`config.mk`:
```
export PLATFORM = sky130hd
export DESIGN_NAME = rf_wb_arbiter
export DESIGN_NICKNAME = d
export VERILOG_FILES = /design/src/rtl/rf_wb_arbiter_pkg.sv /design/src/rtl/rf_wb_arbiter_reg_scoreboard.sv /design/src/rtl/rf_wb_arbiter.sv
export SDC_FILE = /design/constraint.sdc
export NUM_CORES = 1
export LEC_CHECK = 0
export ABC_AREA = 1
export BUFFER_PORTS_ARGS = -buffer_cell sky130_fd_sc_hd__clkbuf_2
export CAP_MARGIN = 20
export CORE_MARGIN = 2
export CORE_UTILIZATION = 40
export CTS_CLUSTER_SIZE = 28
export DETAILED_ROUTE_END_ITERATION = 10
export PLACE_DENSITY = 0.78
export SYNTH_ARGS = -nofsm -noshare
export SYNTH_HDL_FRONTEND = slang
export SYNTH_SLANG_ARGS = --single-unit
```
`constraint.sdc`:
```
create_clock -name clk -period 1.5 [get_ports clk]
set_input_delay 0.15 -clock clk [delete_from_list [all_inputs] [get_ports clk]]
set_output_delay 0.15 -clock clk [all_outputs]
set_load 0.01 [all_outputs]
```
`src/rtl/rf_wb_arbiter_pkg.sv`:
```
// ============================================================================
// Module : rf_wb_arbiter_pkg
// Brief  : Shared constants and arbiter state encoding for the RF write arbiter
// Rev    : 1.0
// ============================================================================
`default_nettype none

package rf_wb_arbiter_pkg;

    localparam int          c_reg_aw    = 5;
    localparam logic [31:0] c_zero_word = 32'h0000_0000;

    typedef enum logic [0:0] {
        PIPE_PRI = 1'b0,
        LU_FORCE = 1'b1
    } arb_state_t;

endpackage

`default_nettype wire

```
`src/rtl/rf_wb_arbiter_reg_scoreboard.sv`:
```
// ============================================================================
// Module : reg_scoreboard
// Brief  : Busy bits for registers awaiting long-unit results; issue hazard check
// Rev    : 1.0
// ============================================================================
`default_nettype none

module reg_scoreboard
    import rf_wb_arbiter_pkg::*;
#(
    parameter int NREG = 32,
    parameter int AW   = c_reg_aw
) (
    input  logic          clk,
    input  logic          rst_n,
    input  logic          iss_valid,
    input  logic [AW-1:0] iss_rs1,
    input  logic [AW-1:0] iss_rs2,
    input  logic          iss_use_rs1,
    input  logic          iss_use_rs2,
    input  logic          iss_we,
    input  logic [AW-1:0] iss_rd,
    input  logic          iss_long,
    input  logic          clr_en,
    input  logic [AW-1:0] clr_idx,
    output logic          iss_stall
);

    logic [NREG-1:0] r_busy;
    logic [NREG-1:0] w_busy_nxt;
    logic            w_set;

    assign iss_stall = iss_valid & ((iss_use_rs1 & r_busy[iss_rs1]) |
                                    (iss_use_rs2 & r_busy[iss_rs2]) |
                                    (iss_we      & r_busy[iss_rd]));

    assign w_set = iss_valid & ~iss_stall & iss_we & iss_long & (iss_rd != '0);

    // x0 never becomes busy; set and clear of one index cannot coincide (WAW stall)
    assign w_busy_nxt[0] = 1'b0;
    for (genvar i = 1; i < NREG; i++) begin : g_busy
        assign w_busy_nxt[i] = (w_set & (iss_rd == AW'(i))) |
                               (r_busy[i] & ~(clr_en & (clr_idx == AW'(i))));
    end

    always_ff @(posedge clk) begin
        if (!rst_n) begin
            r_busy <= '0;
        end else begin
            r_busy <= w_busy_nxt;
        end
    end

endmodule

`default_nettype wire

```
`src/rtl/rf_wb_arbiter.sv`:
```
// ============================================================================
// Module : rf_wb_arbiter
// Brief  : Shares the RF write port between WB stage and long-latency unit
// Rev    : 1.0
// ============================================================================
`default_nettype none

module rf_wb_arbiter
    import rf_wb_arbiter_pkg::*;
#(
    parameter int XLEN       = 32,
    parameter int NREG       = 32,
    parameter int AW         = c_reg_aw,
    parameter int STARVE_MAX = 4
) (
    input  logic            clk,
    input  logic            rst_n,
    input  logic            iss_valid,
    input  logic [AW-1:0]   iss_rs1,
    input  logic [AW-1:0]   iss_rs2,
    input  logic            iss_use_rs1,
    input  logic            iss_use_rs2,
    input  logic            iss_we,
    input  logic [AW-1:0]   iss_rd,
    input  logic            iss_long,
    output logic            iss_stall,
    input  logic            wb_valid,
    input  logic [AW-1:0]   wb_rd,
    input  logic [XLEN-1:0] wb_data,
    output logic            wb_ready,
    input  logic            lu_valid,
    input  logic [AW-1:0]   lu_rd,
    input  logic [XLEN-1:0] lu_data,
    output logic            lu_ready,
    output logic            rf_we,
    output logic [AW-1:0]   rf_rd,
    output logic [XLEN-1:0] rf_wdata
);

    localparam int CW = (STARVE_MAX > 1) ? $clog2(STARVE_MAX) : 1;

    arb_state_t    r_state;
    arb_state_t    w_state_nxt;
    logic [CW-1:0] r_starve;
    logic [CW-1:0] w_starve_nxt;
    logic          r_wr_is_lu;
    logic          w_wb_grant;
    logic          w_lu_grant;

    reg_scoreboard #(
        .NREG (NREG),
        .AW   (AW)
    ) u_sb (
        .clk         (clk),
        .rst_n       (rst_n),
        .iss_valid   (iss_valid),
        .iss_rs1     (iss_rs1),
        .iss_rs2     (iss_rs2),
        .iss_use_rs1 (iss_use_rs1),
        .iss_use_rs2 (iss_use_rs2),
        .iss_we      (iss_we),
        .iss_rd      (iss_rd),
        .iss_long    (iss_long),
        .clr_en      (rf_we & r_wr_is_lu),
        .clr_idx     (rf_rd),
        .iss_stall   (iss_stall)
    );

    always_ff @(posedge clk) begin
        if (!rst_n) begin
            r_state  <= PIPE_PRI;
            r_starve <= '0;
        end else begin
            r_state  <= w_state_nxt;
            r_starve <= w_starve_nxt;
        end
    end

    // Pipeline wins by default; after STARVE_MAX lost cycles the long unit gets one forced slot
    always_comb begin
        w_state_nxt  = r_state;
        w_starve_nxt = '0;
        wb_ready     = 1'b1;
        lu_ready     = ~wb_valid;
        case (r_state)
            PIPE_PRI: begin
                if (lu_valid & wb_valid) begin
                    if (r_starve == CW'(STARVE_MAX - 1)) begin
                        w_state_nxt = LU_FORCE;
                    end else begin
                        w_starve_nxt = r_starve + 1'b1;
                    end
                end
            end
            LU_FORCE: begin
                wb_ready    = 1'b0;
                lu_ready    = 1'b1;
                w_state_nxt = PIPE_PRI;
            end
            default: begin
                w_state_nxt = PIPE_PRI;
            end
        endcase
    end

    assign w_wb_grant = wb_valid & wb_ready;
    assign w_lu_grant = lu_valid & lu_ready;

    always_ff @(posedge clk) begin
        if (!rst_n) begin
            rf_we      <= 1'b0;
            rf_rd      <= '0;
            rf_wdata   <= XLEN'(c_zero_word);
            r_wr_is_lu <= 1'b0;
        end else if (w_lu_grant) begin
            rf_we      <= (lu_rd != '0);
            rf_rd      <= lu_rd;
            rf_wdata   <= lu_data;
            r_wr_is_lu <= 1'b1;
        end else if (w_wb_grant) begin
            rf_we      <= (wb_rd != '0);
            rf_rd      <= wb_rd;
            rf_wdata   <= wb_data;
            r_wr_is_lu <= 1'b0;
        end else begin
            rf_we      <= 1'b0;
            r_wr_is_lu <= 1'b0;
        end
    end

endmodule

`default_nettype wire
```
# Yosys cells after proc, flatten, opt, wreduce, memory -nomap -nowiden
# Cells that the tools add are included.
[op_classes]
addsub = 1
n_lt_le_gt_ge = 3
n_eq_ne = 63
mux = 18
bitwise_logic = 174
reduce_logical = 5
[op_table]
columns = ["op", "count"]
rows = [
  ["5-bit equality test (second input constant)", 32],
  ["1-bit bitwise AND", 105],
  ["5-bit by 4-bit equality test with 1-bit output (second input constant)", 16],
  ["32-bit two-way mux", 2],
  ["5-bit by 3-bit equality test with 1-bit output (second input constant)", 8],
  ["1-bit NOT", 36],
  ["1-bit bitwise OR", 33],
  ["5-bit by 2-bit equality test with 1-bit output (second input constant)", 4],
  ["5-bit by 6-bit less-than comparator with 1-bit output (second input constant)", 3],
  ["1-bit binary-select mux with 5-bit select", 3],
  ["5-bit nonzero test", 3],
  ["5-bit by 1-bit equality test with 1-bit output (second input constant)", 2],
  ["1-bit two-way mux", 10],
  ["5-bit two-way mux", 2],
  ["4-bit OR reduction", 1],
  ["2-bit by 1-bit adder with 2-bit output (second input constant)", 1],
  ["2-bit equality test (second input constant)", 1],
  ["1-bit case mux with 2 select lines", 1],
  ["2-bit nonzero test", 1],
]
[word_totals]
reg_bits = 74
input_bits = 98
output_inout_bits = 41
elab_cells = 272

# Longest topological paths before layout
# Gate-level depths: netlist (run 1).
[logic_depth]
ltp_word = 13
depth_mapped = 16
depth_no_buf = 14

# Hierarchy
# A second synthesis (run 1) with hierarchy kept.
[hier_totals]
hier_cells = 728
area_unflattened_um2 = 4438.0
[by_module_without_submodules]
columns = ["module", "n_inst", "cells_per_inst", "area_each_um2", "seq_area_each_um2"]
rows = [
  ["reg_scoreboard", 1, 480, 2596.2, 620.6],
  ["rf_wb_arbiter", 1, 248, 1841.8, 840.8],
]

# Worst setup path before layout (run 1)
# No wires, ideal clock.
[synth_timing]
path_kind = "register to register"
start = "reg r_state"
end = "reg rf_wdata[10]"
setup_time_ps = 116
t_arrival_ps = 1602
required_ps = 1384
slack_ps = -219
stages_incl_launch_ff = 11
path_buffers = 1
period_less_slack_ps = 1719
path_cell_list = "dfxtp_1 -> inv_1 -> nand2_1 -> inv_1 -> nor2_2 -> clkinv_1 -> clkbuf_1 -> nand2_1 -> nand3_1 -> o211ai_1 -> inv_1"
[synth_via]
elab_chain_len = 3
elab_cells_between_ends = 6
cone_classes = "mux (3); bitwise (2); reduce/logical (1)"
[synth_rtl]
columns = ["element", "line_no", "source"]
rows = [
  ["start: declaration", "rf_wb_arbiter.sv:42", "arb_state_t r_state;"],
  ["start signal: assignment", "rf_wb_arbiter.sv:74", "r_state <= w_state_nxt;"],
  ["1-bit two-way mux", "rf_wb_arbiter.sv:85", "case (r_state)"],
  ["net wb_ready", "rf_wb_arbiter.sv:30", "output logic wb_ready,"],
  ["1-bit bitwise AND", "rf_wb_arbiter.sv:106", "assign w_wb_grant = wb_valid & wb_ready;"],
  ["2-bit nonzero test (no line)", "--", ""],
  ["end signal: assignment", "rf_wb_arbiter.sv:113", "rf_wdata <= XLEN'(c_zero_word);"],
  ["end signal: assignment", "rf_wb_arbiter.sv:118", "rf_wdata <= lu_data;"],
  ["end signal: assignment", "rf_wb_arbiter.sv:123", "rf_wdata <= wb_data;"],
  ["end: declaration", "rf_wb_arbiter.sv:37", "output logic [XLEN-1:0] rf_wdata"],
]
# The timed path passes the listed nets, and every way through them passes these cells.
# A chain may end at the register's enable or synchronous reset.

# Final worst setup path (run 1)
[layout_timing]
start = "reg u_sb.r_busy[17]"
end = "out iss_stall"
[layout_via]
elab_chain_len = 6
elab_cells_between_ends = 12
cone_classes = "mux (6); bitwise (6)"
[layout_rtl]
columns = ["element", "line_no", "source"]
rows = [
  ["start: declaration", "rf_wb_arbiter_reg_scoreboard.sv:29", "logic [NREG-1:0] r_busy;"],
  ["start signal: assignment", "rf_wb_arbiter_reg_scoreboard.sv:50", "r_busy <= w_busy_nxt;"],
  ["1-bit binary-select mux with 5-bit select (on tied branches)", "rf_wb_arbiter_reg_scoreboard.sv:33, rf_wb_arbiter_reg_scoreboard.sv:34", ""],
  ["1-bit two-way mux (on tied branches)", "rf_wb_arbiter_reg_scoreboard.sv:33, rf_wb_arbiter_reg_scoreboard.sv:34", ""],
  ["1-bit bitwise AND (on tied branches)", "rf_wb_arbiter_reg_scoreboard.sv:33, rf_wb_arbiter_reg_scoreboard.sv:34", ""],
  ["1-bit bitwise OR", "rf_wb_arbiter_reg_scoreboard.sv:33", "assign iss_stall = iss_valid & ((iss_use_rs1 & r_busy[iss_rs1]) |"],
  ["1-bit bitwise OR (*)", "rf_wb_arbiter_reg_scoreboard.sv:34", "(iss_use_rs2 & r_busy[iss_rs2]) |"],
  ["1-bit bitwise AND (*)", "rf_wb_arbiter_reg_scoreboard.sv:33", ""],
  ["end: declaration", "rf_wb_arbiter.sv:26", "output logic iss_stall,"],
]
# Mark *: on every way between the ends. The rest lies on a longest branch, timed or not. The select of a mux whose other input is x is not followed.

==> out/qor.tcl, run 1 <==
set qor(clock_tree_from_tritoncts) {built}
set qor(worst_slew_margin_rel) 0.593
set qor(worst-setup-path-type) {register to output port}
set qor(htreeDepth) 3
set qor(maxCapViolCount) 0
set qor(critPathLaunchType) {register}
set qor(fin_tns_setup_ps) -10910
set qor(via_count_of_the_first_global_routing_pass) 5372
set qor(synth.avg_cell_area_um2) 6.12
set qor(floorplan.die_area_um2) 12200
set qor(n_antenna_cell) 0
set qor(gp_congestion) 0.954
set qor(route.detailed.drc) 0
set qor(syn_nets) 842
set qor(stdcell_area_um2) 6540
set qor(grtUsageTotal) 0.249
set qor(finalHoldViolCount) 0
set qor(finalPower_uw) 5520
set qor(critPathArrivalTime_ps) 1730
set qor(via_per_inst) 5.36
set qor(largest_fanout_of_any_net_on_the_critical_path) 3
set qor(grt_most_used_layer) {met2}
set qor(critPathCaptureType) {output port}
set qor(final.setup_skew_ps) 9.94
set qor(route.antenna.remaining_nets) 0
set qor(latest_clock_arrival_within_the_worst_skew_pair_ps) 340
set qor(clock_period_minus_final_worst_setup_slack_ps) 1880
set qor(global_route.usage.met3) 0.0604
set qor(chipHeight_um) 111
set qor(fp-row-count) 38
set qor(ctsHoldBuffers) 0
set qor(clock_sinks) 73
set qor(violations) {negative setup slack}
set qor(core_area_um2) 11000
set qor(final_core_util) 0.596
set qor(post_dp_cell_area_um2) 5660
set qor(achievable-frequency_ghz) 0.533
set qor(routedWlPerCell_um) 15.4
set qor(layout.area.seq_um2) 1490
set qor(multi_input_comb_area_um2) 2850
set qor(via_count) 5681
set qor(initial_util) 0.414
set qor(ys_warn_count) 0
set qor(synth.ff_latch_count) 73
set qor(port_buffer_count) 138
set qor(grt_setup_unrepaired) {true}
set qor(max-clock-path-buffers) 2
set qor(setup_viol) 32
set qor(setup_ws_ps) -377
set qor(post_route_cells_drive_above_1_share) 0.357
set qor(netlist-cell-type-count) 32
set qor(worstHoldPathType) {primary input to register}
set qor(drt-initial-drc-count) 742
set qor(routed_wirelength_um) 16300
set qor(place_ws_ps) -739
set qor(globalRoute.totalOverflow) 0
set qor(number_of_antenna_violations_at_the_first_check_in_global_routing) 0
set qor(critPathRequiredTime_ps) 1350
set qor(num_io_pins) 139
set qor(syn-cell-area_um2) 4550
set qor(clkSlewWorstSetupHoldPaths_ps) 60
set qor(grt_start_max_net_pins) 43
set qor(power-per-cell-area_nw_per_um2) 843
set qor(area_delta_synth_final_pct) 44.0
set qor(use_met1) 0.311
set qor(die_w_um) 111
set qor(dpl.hpwl_um) 11000
set qor(synthCells) 743
set qor(fillCellCount) 1015
set qor(worst-slew-pin-transition_ps) 611
set qor(first_pass_grt_wire_length_um) 25400
set qor(ys_seq_area_frac) 0.321
set qor(grtUsageMet2) 0.416
set qor(firstDrtPassIters) 5
set qor(clk_tree_root_cell) {sky130_fd_sc_hd__clkbuf_16}
set qor(cts-buffers-inserted) 9
set qor(status) {complete, but fails checks}
set qor(ir_worst_vdd_mv) 0.792
set qor(finalNetCount) 1014
set qor(power_leakage_uw) 0.00314
set qor(timing_max_transition_violations_final) 0
set qor(final_cycle_utilization_of_the_critical_path) 1.25
[per-stage QoR]
step | std cells | hold WS [ps]
finish | 1060 | 121
detailed placement | 1030 | 433
global route | 1060 | 118
CTS | 1056 | 115
global placement | 1030 | 412
floorplan | 743 | 316
[kinds of logic (layout without fill, tap and decap cells)]
logic type | count (synthesis) | after routing | share of synthesized area
compound gates | 129 | 129 | 0.165
fa+ha+maj | 1 | 1 | 0.00275
buf+inv | 143 | 319 | 0.131
flops | 73 | 73 | 0.321
simple gates | 397 | 398 | 0.380
[where the power goes]
group | internal (uW) | switching [uW] | total, uW
clock network | 1390 | 865 | 2250
logic | 502 | 687 | 1190
registers | 2020 | 56.8 | 2080
[synth_stat cells]
| master | count | area, um2 |
|---|---|---|
| sky130_fd_sc_hd__clkinv_1 | 2 | 7.51 |
| sky130_fd_sc_hd__or2_0 | 1 | 6.26 |
| sky130_fd_sc_hd__nand2_2 | 3 | 18.8 |
| sky130_fd_sc_hd__nor3_1 | 13 | 65.1 |
| sky130_fd_sc_hd__o2111ai_1 | 1 | 8.76 |
| sky130_fd_sc_hd__nor2_2 | 2 | 12.5 |
| sky130_fd_sc_hd__nand2_1 | 216 | 811 |
| sky130_fd_sc_hd__a21oi_2 | 1 | 8.76 |
| sky130_fd_sc_hd__nand2_4 | 1 | 11.3 |
| sky130_fd_sc_hd__dfxtp_1 | 73 | 1460 |
| sky130_fd_sc_hd__buf_6 | 7 | 78.8 |
| sky130_fd_sc_hd__o22ai_1 | 2 | 12.5 |
| sky130_fd_sc_hd__nor4_1 | 1 | 6.26 |
| sky130_fd_sc_hd__ha_1 | 1 | 12.5 |
| sky130_fd_sc_hd__o21ai_0 | 47 | 235 |
| sky130_fd_sc_hd__nor2_1 | 48 | 180 |
| sky130_fd_sc_hd__buf_2 | 6 | 30.0 |
| sky130_fd_sc_hd__o211ai_1 | 34 | 255 |
| sky130_fd_sc_hd__buf_1 | 2 | 7.51 |
| sky130_fd_sc_hd__a32o_1 | 1 | 10.0 |
| sky130_fd_sc_hd__nand3b_1 | 1 | 7.51 |
| sky130_fd_sc_hd__inv_2 | 7 | 26.3 |
| sky130_fd_sc_hd__nor2_4 | 1 | 11.3 |
| sky130_fd_sc_hd__o221ai_1 | 1 | 8.76 |
| sky130_fd_sc_hd__nand4_1 | 3 | 18.8 |
| sky130_fd_sc_hd__nand3_1 | 98 | 490 |
| sky130_fd_sc_hd__o21ai_1 | 2 | 10.0 |
| sky130_fd_sc_hd__inv_1 | 95 | 357 |
| sky130_fd_sc_hd__a21oi_1 | 40 | 200 |
| sky130_fd_sc_hd__clkbuf_1 | 24 | 90.1 |
| sky130_fd_sc_hd__nand3_2 | 8 | 80.1 |
| sky130_fd_sc_hd__or2_2 | 1 | 6.26 |
[cell type report]
cell class	count	area share
sequential	73	0.228
timing repair buffer	198	0.200
clock buffer	11	0.0386
inverter	104	0.0600
tap	140	0.0268
multi-input combinational	528	0.436
timing repair inverter	1	0.00115
clock inverter	5	0.00956
[registers in the layout, summed over array words and instances, names as in the netlist]
| signal | flops |
|---|---|
| r_starve | 2 |
| u_sb.r_busy | 31 |
| rf_we | 1 |
| rf_wdata | 32 |
| rf_rd | 5 |
| r_state | 1 |
| r_wr_is_lu | 1 |
[layout by cell type, fill, tap and decap left out, drive strengths merged, types with 13 or more instances in the layout]
cell type  instances
a21oi             41
buf               58
clkbuf           151
dfxtp             73
inv              104
nand2            220
nand3            106
nor2              52
nor3              13
o211ai            34
o21ai             49
[routing by layer]
layer,part of all wire,wire length [um]
met2,0.46,7550
met3,0.097,1580
met4,0.035,572
met5,0,0
met1,0.40,6590
[worst paths after layout]
kind | start | end | slack [ps] | cells after the start
max | u_sb.r_busy[17] | iss_stall | -380 | 11
min | lu_rd[0] | rf_rd[0] | 120 | 5
max reg2reg | u_sb.r_busy[17] | u_sb.r_busy[31] | -370 | 13
min reg2reg | r_starve[0] | r_starve[0] | 440 | 1
[timing repair]
item                                    in CTS  in global routing
endpoints found under the hold margin        0                  0
setup buffers                                8                  2
pin swaps                                   14                 22
gates resized for setup                     54                 63
gates cloned                                 2                  4
endpoints found under the setup margin      32                 53
[critical path: stages, from the launching register on]
cell and delay, ps:
sky130_fd_sc_hd__dfxtp_2 330, sky130_fd_sc_hd__inv_1 60, sky130_fd_sc_hd__a21oi_1 60, sky130_fd_sc_hd__o21ai_0 80, sky130_fd_sc_hd__nand3_1 160, sky130_fd_sc_hd__nand2_1 120
sky130_fd_sc_hd__nor2_2 50, sky130_fd_sc_hd__nor2_2 160, sky130_fd_sc_hd__nor2_4 60, sky130_fd_sc_hd__o21ai_2 150, sky130_fd_sc_hd__inv_1 50, sky130_fd_sc_hd__buf_2 130
Power figures use the tool's default switching activity.
==> run 2, diff against run 1 <==
--- a/config.mk
+++ b/config.mk
@@ -5,14 +5,13 @@
 export SDC_FILE = /design/constraint.sdc
 export NUM_CORES = 1
 export LEC_CHECK = 0
-export ABC_AREA = 1
 export BUFFER_PORTS_ARGS = -buffer_cell sky130_fd_sc_hd__clkbuf_2
 export CAP_MARGIN = 20
 export CORE_MARGIN = 2
-export CORE_UTILIZATION = 40
+export CORE_UTILIZATION = 46
 export CTS_CLUSTER_SIZE = 28
 export DETAILED_ROUTE_END_ITERATION = 10
-export PLACE_DENSITY = 0.78
+export PLACE_DENSITY = 0.88
 export SYNTH_ARGS = -nofsm -noshare
 export SYNTH_HDL_FRONTEND = slang
 export SYNTH_SLANG_ARGS = --single-unit
==> out/qor.tcl, run 2 <==
set qor(num_io_pins) 139 ;# unchanged
set qor(setup_viol) 32 ;# unchanged
set qor(stdcell_area_um2) 6110 ;# was 6540 um2
set qor(via_per_inst) 6.24 ;# was 5.36
set qor(worst-setup-path-type) {register to register} ;# was register to output port
set qor(power_leakage_uw) 0.00307 ;# was 0.00314 uW
set qor(drt-initial-drc-count) 365 ;# was 742
set qor(status) {complete, but fails checks} ;# unchanged
set qor(r2r_end) {u_sb.r_busy[7]} ;# was u_sb.r_busy[31]
set qor(final.setup_skew_ps) 10.2 ;# was 9.94 ps
set qor(port_buffer_count) 138 ;# unchanged
set qor(floorplan.die_area_um2) 9810 ;# was 12,200 um2
set qor(post_synth_top_area_share) 0.352 ;# was 0.321
set qor(via_count) 4430 ;# was 5,681
set qor(synth_top_cells_by_area) {sky130_fd_sc_hd__dfxtp_1 (35%), sky130_fd_sc_hd__mux4_2 (11%), sky130_fd_sc_hd__mux2i_1 (10%)} ;# was sky130_fd_sc_hd__dfxtp_1 (32%), sky130_fd_sc_hd__nand2_1 (18%), sky130_fd_sc_hd__nand3_1 (11%)
set qor(post_dp_cell_area_um2) 5480 ;# was 5660 um2
set qor(routed_wirelength_um) 14700 ;# was 16,300 um
set qor(rr_worst_depth) 7 ;# was 13
set qor(max-clock-path-buffers) 2 ;# unchanged
set qor(route.detailed.drc) 0 ;# unchanged
set qor(chipHeight_um) 99.0 ;# was 111 um
set qor(multi_input_comb_area_um2) 2850 ;# about the same
set qor(seq_power_share) 0.455 ;# was 0.376
set qor(worst-slew-pin-transition_ps) 753 ;# was 611 ps
set qor(post_route_cells_drive_above_1_share) 0.498 ;# was 0.357
set qor(switching_part_of_the_total_power) 0.278 ;# was 0.292
set qor(worst_slew_margin_rel) 0.492 ;# was 0.593
set qor(worstHoldPathType) {primary input to register} ;# unchanged
set qor(switchingPower_uw) 1270 ;# was 1610 uW
set qor(share_clk_of_total_power) 0.331 ;# was 0.408
set qor(first_pass_grt_wire_length_um) 23500 ;# was 25,400 um
set qor(worst_r2r_startpoint) {u_sb.r_busy[11]} ;# was u_sb.r_busy[17]
set qor(syn-cell-area_um2) 4160 ;# was 4550 um2
set qor(largest_registers) {rf_wdata (32), u_sb.r_busy (31), rf_rd (5)} ;# unchanged
set qor(max_flop_register) {rf_wdata} ;# unchanged
set qor(internal_power_consumption_uw) 3300 ;# was 3910 uW
set qor(setup_ws_ps) -854 ;# was -377 ps
set qor(clock_tree_from_tritoncts) {built} ;# unchanged
set qor(dpl.hpwl_um) 10500 ;# was 11,000 um
set qor(hold_end) {rf_wdata[19]} ;# was rf_rd[0]
set qor(critPathArrivalTime_ps) 2590 ;# was 1730 ps
set qor(clock_sinks) 73 ;# unchanged
set qor(final_cells) 710 ;# was 1,060
set qor(netlist.top_cell.by_area) {sky130_fd_sc_hd__dfxtp_1} ;# unchanged
set qor(synthCells) 413 ;# was 743
set qor(numPlacedInstances) 688 ;# was 1,030
set qor(synth.avg_cell_area_um2) 10.1 ;# was 6.12 um2
set qor(ys_async_sr_fraction) 0 ;# unchanged
set qor(finalNetCount) 695 ;# was 1,014
set qor(htreeDepth) 3 ;# unchanged
set qor(synth.ff_latch_count) 73 ;# unchanged
set qor(netlist_top_cells_count) {sky130_fd_sc_hd__dfxtp_1 (73), sky130_fd_sc_hd__nand2_1 (55), sky130_fd_sc_hd__mux2i_1 (42)} ;# was sky130_fd_sc_hd__nand2_1 (216), sky130_fd_sc_hd__nand3_1 (98), sky130_fd_sc_hd__inv_1 (95)
set qor(timing_max_transition_violations_final) 0 ;# unchanged
set qor(most_frequent_cell_after_synthesis) {sky130_fd_sc_hd__dfxtp_1} ;# was sky130_fd_sc_hd__nand2_1
set qor(globalRoute.totalOverflow) 0 ;# unchanged
set qor(power.combinational.fraction) 0.214 ;# was 0.215
set qor(critPathRequiredTime_ps) 1730 ;# was 1350 ps
set qor(maxCapViolCount) 0 ;# unchanged
set qor(largest_reg_flops) 32 ;# unchanged
set qor(synth_enable_flop_cells) 0 ;# unchanged
set qor(firstDrtPassIters) 5 ;# unchanged
set qor(finalHoldViolCount) 0 ;# unchanged
set qor(ys_warn_count) 0 ;# unchanged
set qor(fp-row-count) 34 ;# was 38
set qor(gp_congestion) 1.07 ;# was 0.954
set qor(ir_worst_vdd_mv) 0.711 ;# was 0.792 mV
set qor(critPathLaunchType) {register} ;# unchanged
set qor(largest_fanout_of_any_net_on_the_critical_path) 16 ;# was 3
set qor(violations) {negative setup slack} ;# unchanged
set qor(layout_commonest_cell) {sky130_fd_sc_hd__clkbuf_2} ;# was sky130_fd_sc_hd__nand2_1
set qor(core_area_um2) 8720 ;# was 11,000 um2
set qor(rrSetupSlack_ps) -850 ;# was -370 ps
set qor(netlist-cell-type-count) 45 ;# was 32
set qor(clkSlewWorstSetupHoldPaths_ps) 80 ;# was 60 ps
set qor(grt_setup_unrepaired) {true} ;# unchanged
set qor(die_w_um) 99.0 ;# was 111 um
set qor(ys_seq_area_frac) 0.352 ;# was 0.321
set qor(via_count_of_the_first_global_routing_pass) 4661 ;# was 5,372
set qor(critPathCaptureType) {register} ;# was output port
set qor(latest_clock_arrival_within_the_worst_skew_pair_ps) 340 ;# about the same
set qor(fillCellCount) 621 ;# was 1,015
set qor(cts-buffers-inserted) 9 ;# unchanged
set qor(ctsHoldBuffers) 0 ;# unchanged
set qor(achievable-frequency_ghz) 0.425 ;# was 0.533 GHz
set qor(initial_util) 0.476 ;# was 0.414
set qor(holdCritStartpoint) {wb_data[19]} ;# was lu_rd[0]
set qor(power-per-cell-area_nw_per_um2) 748 ;# was 843 nW/um2
set qor(hold_path_depth) 2 ;# was 5
set qor(clock_period_minus_final_worst_setup_slack_ps) 2350 ;# was 1880 ps
set qor(grt_start_max_net_pins) 74 ;# was 43
set qor(syn_nets) 512 ;# was 842
set qor(clk_tree_root_cell) {sky130_fd_sc_hd__clkbuf_8} ;# was sky130_fd_sc_hd__clkbuf_16
set qor(ys.flop_type) {sky130_fd_sc_hd__dfxtp_1} ;# unchanged
set qor(layout.area.seq_um2) 1480 ;# was 1490 um2
set qor(area_delta_synth_final_pct) 46.9 ;# was 44.0%
set qor(routedWlPerCell_um) 20.7 ;# was 15.4 um
set qor(grtUsageTotal) 0.305 ;# was 0.249
set qor(number_of_antenna_violations_at_the_first_check_in_global_routing) 1 ;# was 0
set qor(final_cycle_utilization_of_the_critical_path) 1.57 ;# was 1.25
set qor(most_frequent_cells_in_the_layout) {sky130_fd_sc_hd__clkbuf_2 (138), sky130_fd_sc_hd__buf_4 (63), sky130_fd_sc_hd__dfxtp_1 (63)} ;# was sky130_fd_sc_hd__nand2_1 (214), sky130_fd_sc_hd__clkbuf_2 (137), sky130_fd_sc_hd__inv_1 (92)
set qor(route.antenna.remaining_nets) 0 ;# unchanged
==> run 2: cell count changes after synthesis, moves of 10 or more <==
cell / previous run / this run
sky130_fd_sc_hd__o211a_1: 0 / 37
sky130_fd_sc_hd__mux4_2: 0 / 20
sky130_fd_sc_hd__nand2_1: 216 / 55
sky130_fd_sc_hd__nand3_1: 98 / 8
sky130_fd_sc_hd__nor2_1: 48 / 12
sky130_fd_sc_hd__nor3_1: 13 / 2
sky130_fd_sc_hd__o211ai_1: 34 / 24
sky130_fd_sc_hd__a21oi_1: 40 / 2
sky130_fd_sc_hd__inv_1: 95 / 6
sky130_fd_sc_hd__mux2i_1: 0 / 42
sky130_fd_sc_hd__o41ai_1: 0 / 30
sky130_fd_sc_hd__o21ai_0: 47 / 1
==> run 2: cells by family after synthesis <==
family	synth area share
fa+ha+maj	0.00301
compound gates	0.247
buf+inv	0.0527
flops	0.352
mux	0.218
simple gates	0.128
==> run 2: how the worst max path moves through the flow <==
stage / from / to / slack (ps) / cells after the start
after CTS: u_sb.r_busy[11] / iss_stall / -800 / 6
after global routing: u_sb.r_busy[11] / u_sb.r_busy[20] / -890 / 7
after global placement: iss_rs1[1] / u_sb.r_busy[30] / -670 / 7
after floorplan: u_sb.r_busy[31] / u_sb.r_busy[4] / -490 / 6
after detailed placement: iss_rd[0] / u_sb.r_busy[26] / -790 / 7
final: u_sb.r_busy[11] / u_sb.r_busy[7] / -850 / 7
==> run 2: critical path, stage by stage (launching register included) <==
cell and delay [ps]:
sky130_fd_sc_hd__dfxtp_2 320, sky130_fd_sc_hd__mux4_2 500, sky130_fd_sc_hd__a221oi_4 350, sky130_fd_sc_hd__o31ai_2 130, sky130_fd_sc_hd__a32o_2 250, sky130_fd_sc_hd__buf_4 170, sky130_fd_sc_hd__buf_12 170, sky130_fd_sc_hd__o41ai_2 350
==> run 2: power groups by stage <==
stage | Sequential, uW | Clock, uW | Combinational (uW)
after floorplan | 2140 | 0 | 440
after global placement | 2120 | 0 | 849
after detailed placement | 2120 | 0 | 884
after CTS | 2080 | 1530 | 952
after global routing | 2090 | 1620 | 1050
final | 2080 | 1510 | 977
==> run 2: per-layer routing <==
layer	global-route usage	wire [um]
met5	0	0
met2	0.514	7210
met1	0.349	5440
met4	0.197	829
met3	0.0631	1210
==> run 2: area by class of cell <==
type,count,area share
Sequential cell,73,0.242
Antenna cell,1,0.000410
Clock inverter,3,0.00656
Clock buffer,13,0.0244
Timing Repair Buffer,214,0.234
Multi-Input combinational cell,292,0.467
Tap cell,108,0.0221
Inverter,6,0.00369
==> run 2: stage by stage <==
stage | setup TNS (ps) | power [uW] | hold WS [ps] | utilization | setup WS [ps]
floorplan | -14850 | 2580 | 240 | - | -491
global placement | -20820 | 2970 | 377 | 0.628 | -673
detailed placement | -23360 | 3010 | 383 | 0.628 | -792
CTS | -23480 | 4560 | 34.7 | 0.690 | -802
global route | -27240 | 4760 | 31.0 | 0.700 | -894
finish | -25290 | 4570 | 48.4 | 0.700 | -854
==> run 2: what timing repair did <==
| item | in CTS | in global routing |
|---|---|---|
| setup endpoints to repair | 33 | 32 |
| cloned | 2 | 0 |
| resized for setup | 49 | 8 |
| pin swaps | 8 | 3 |
| buffers inserted | 4 | 0 |
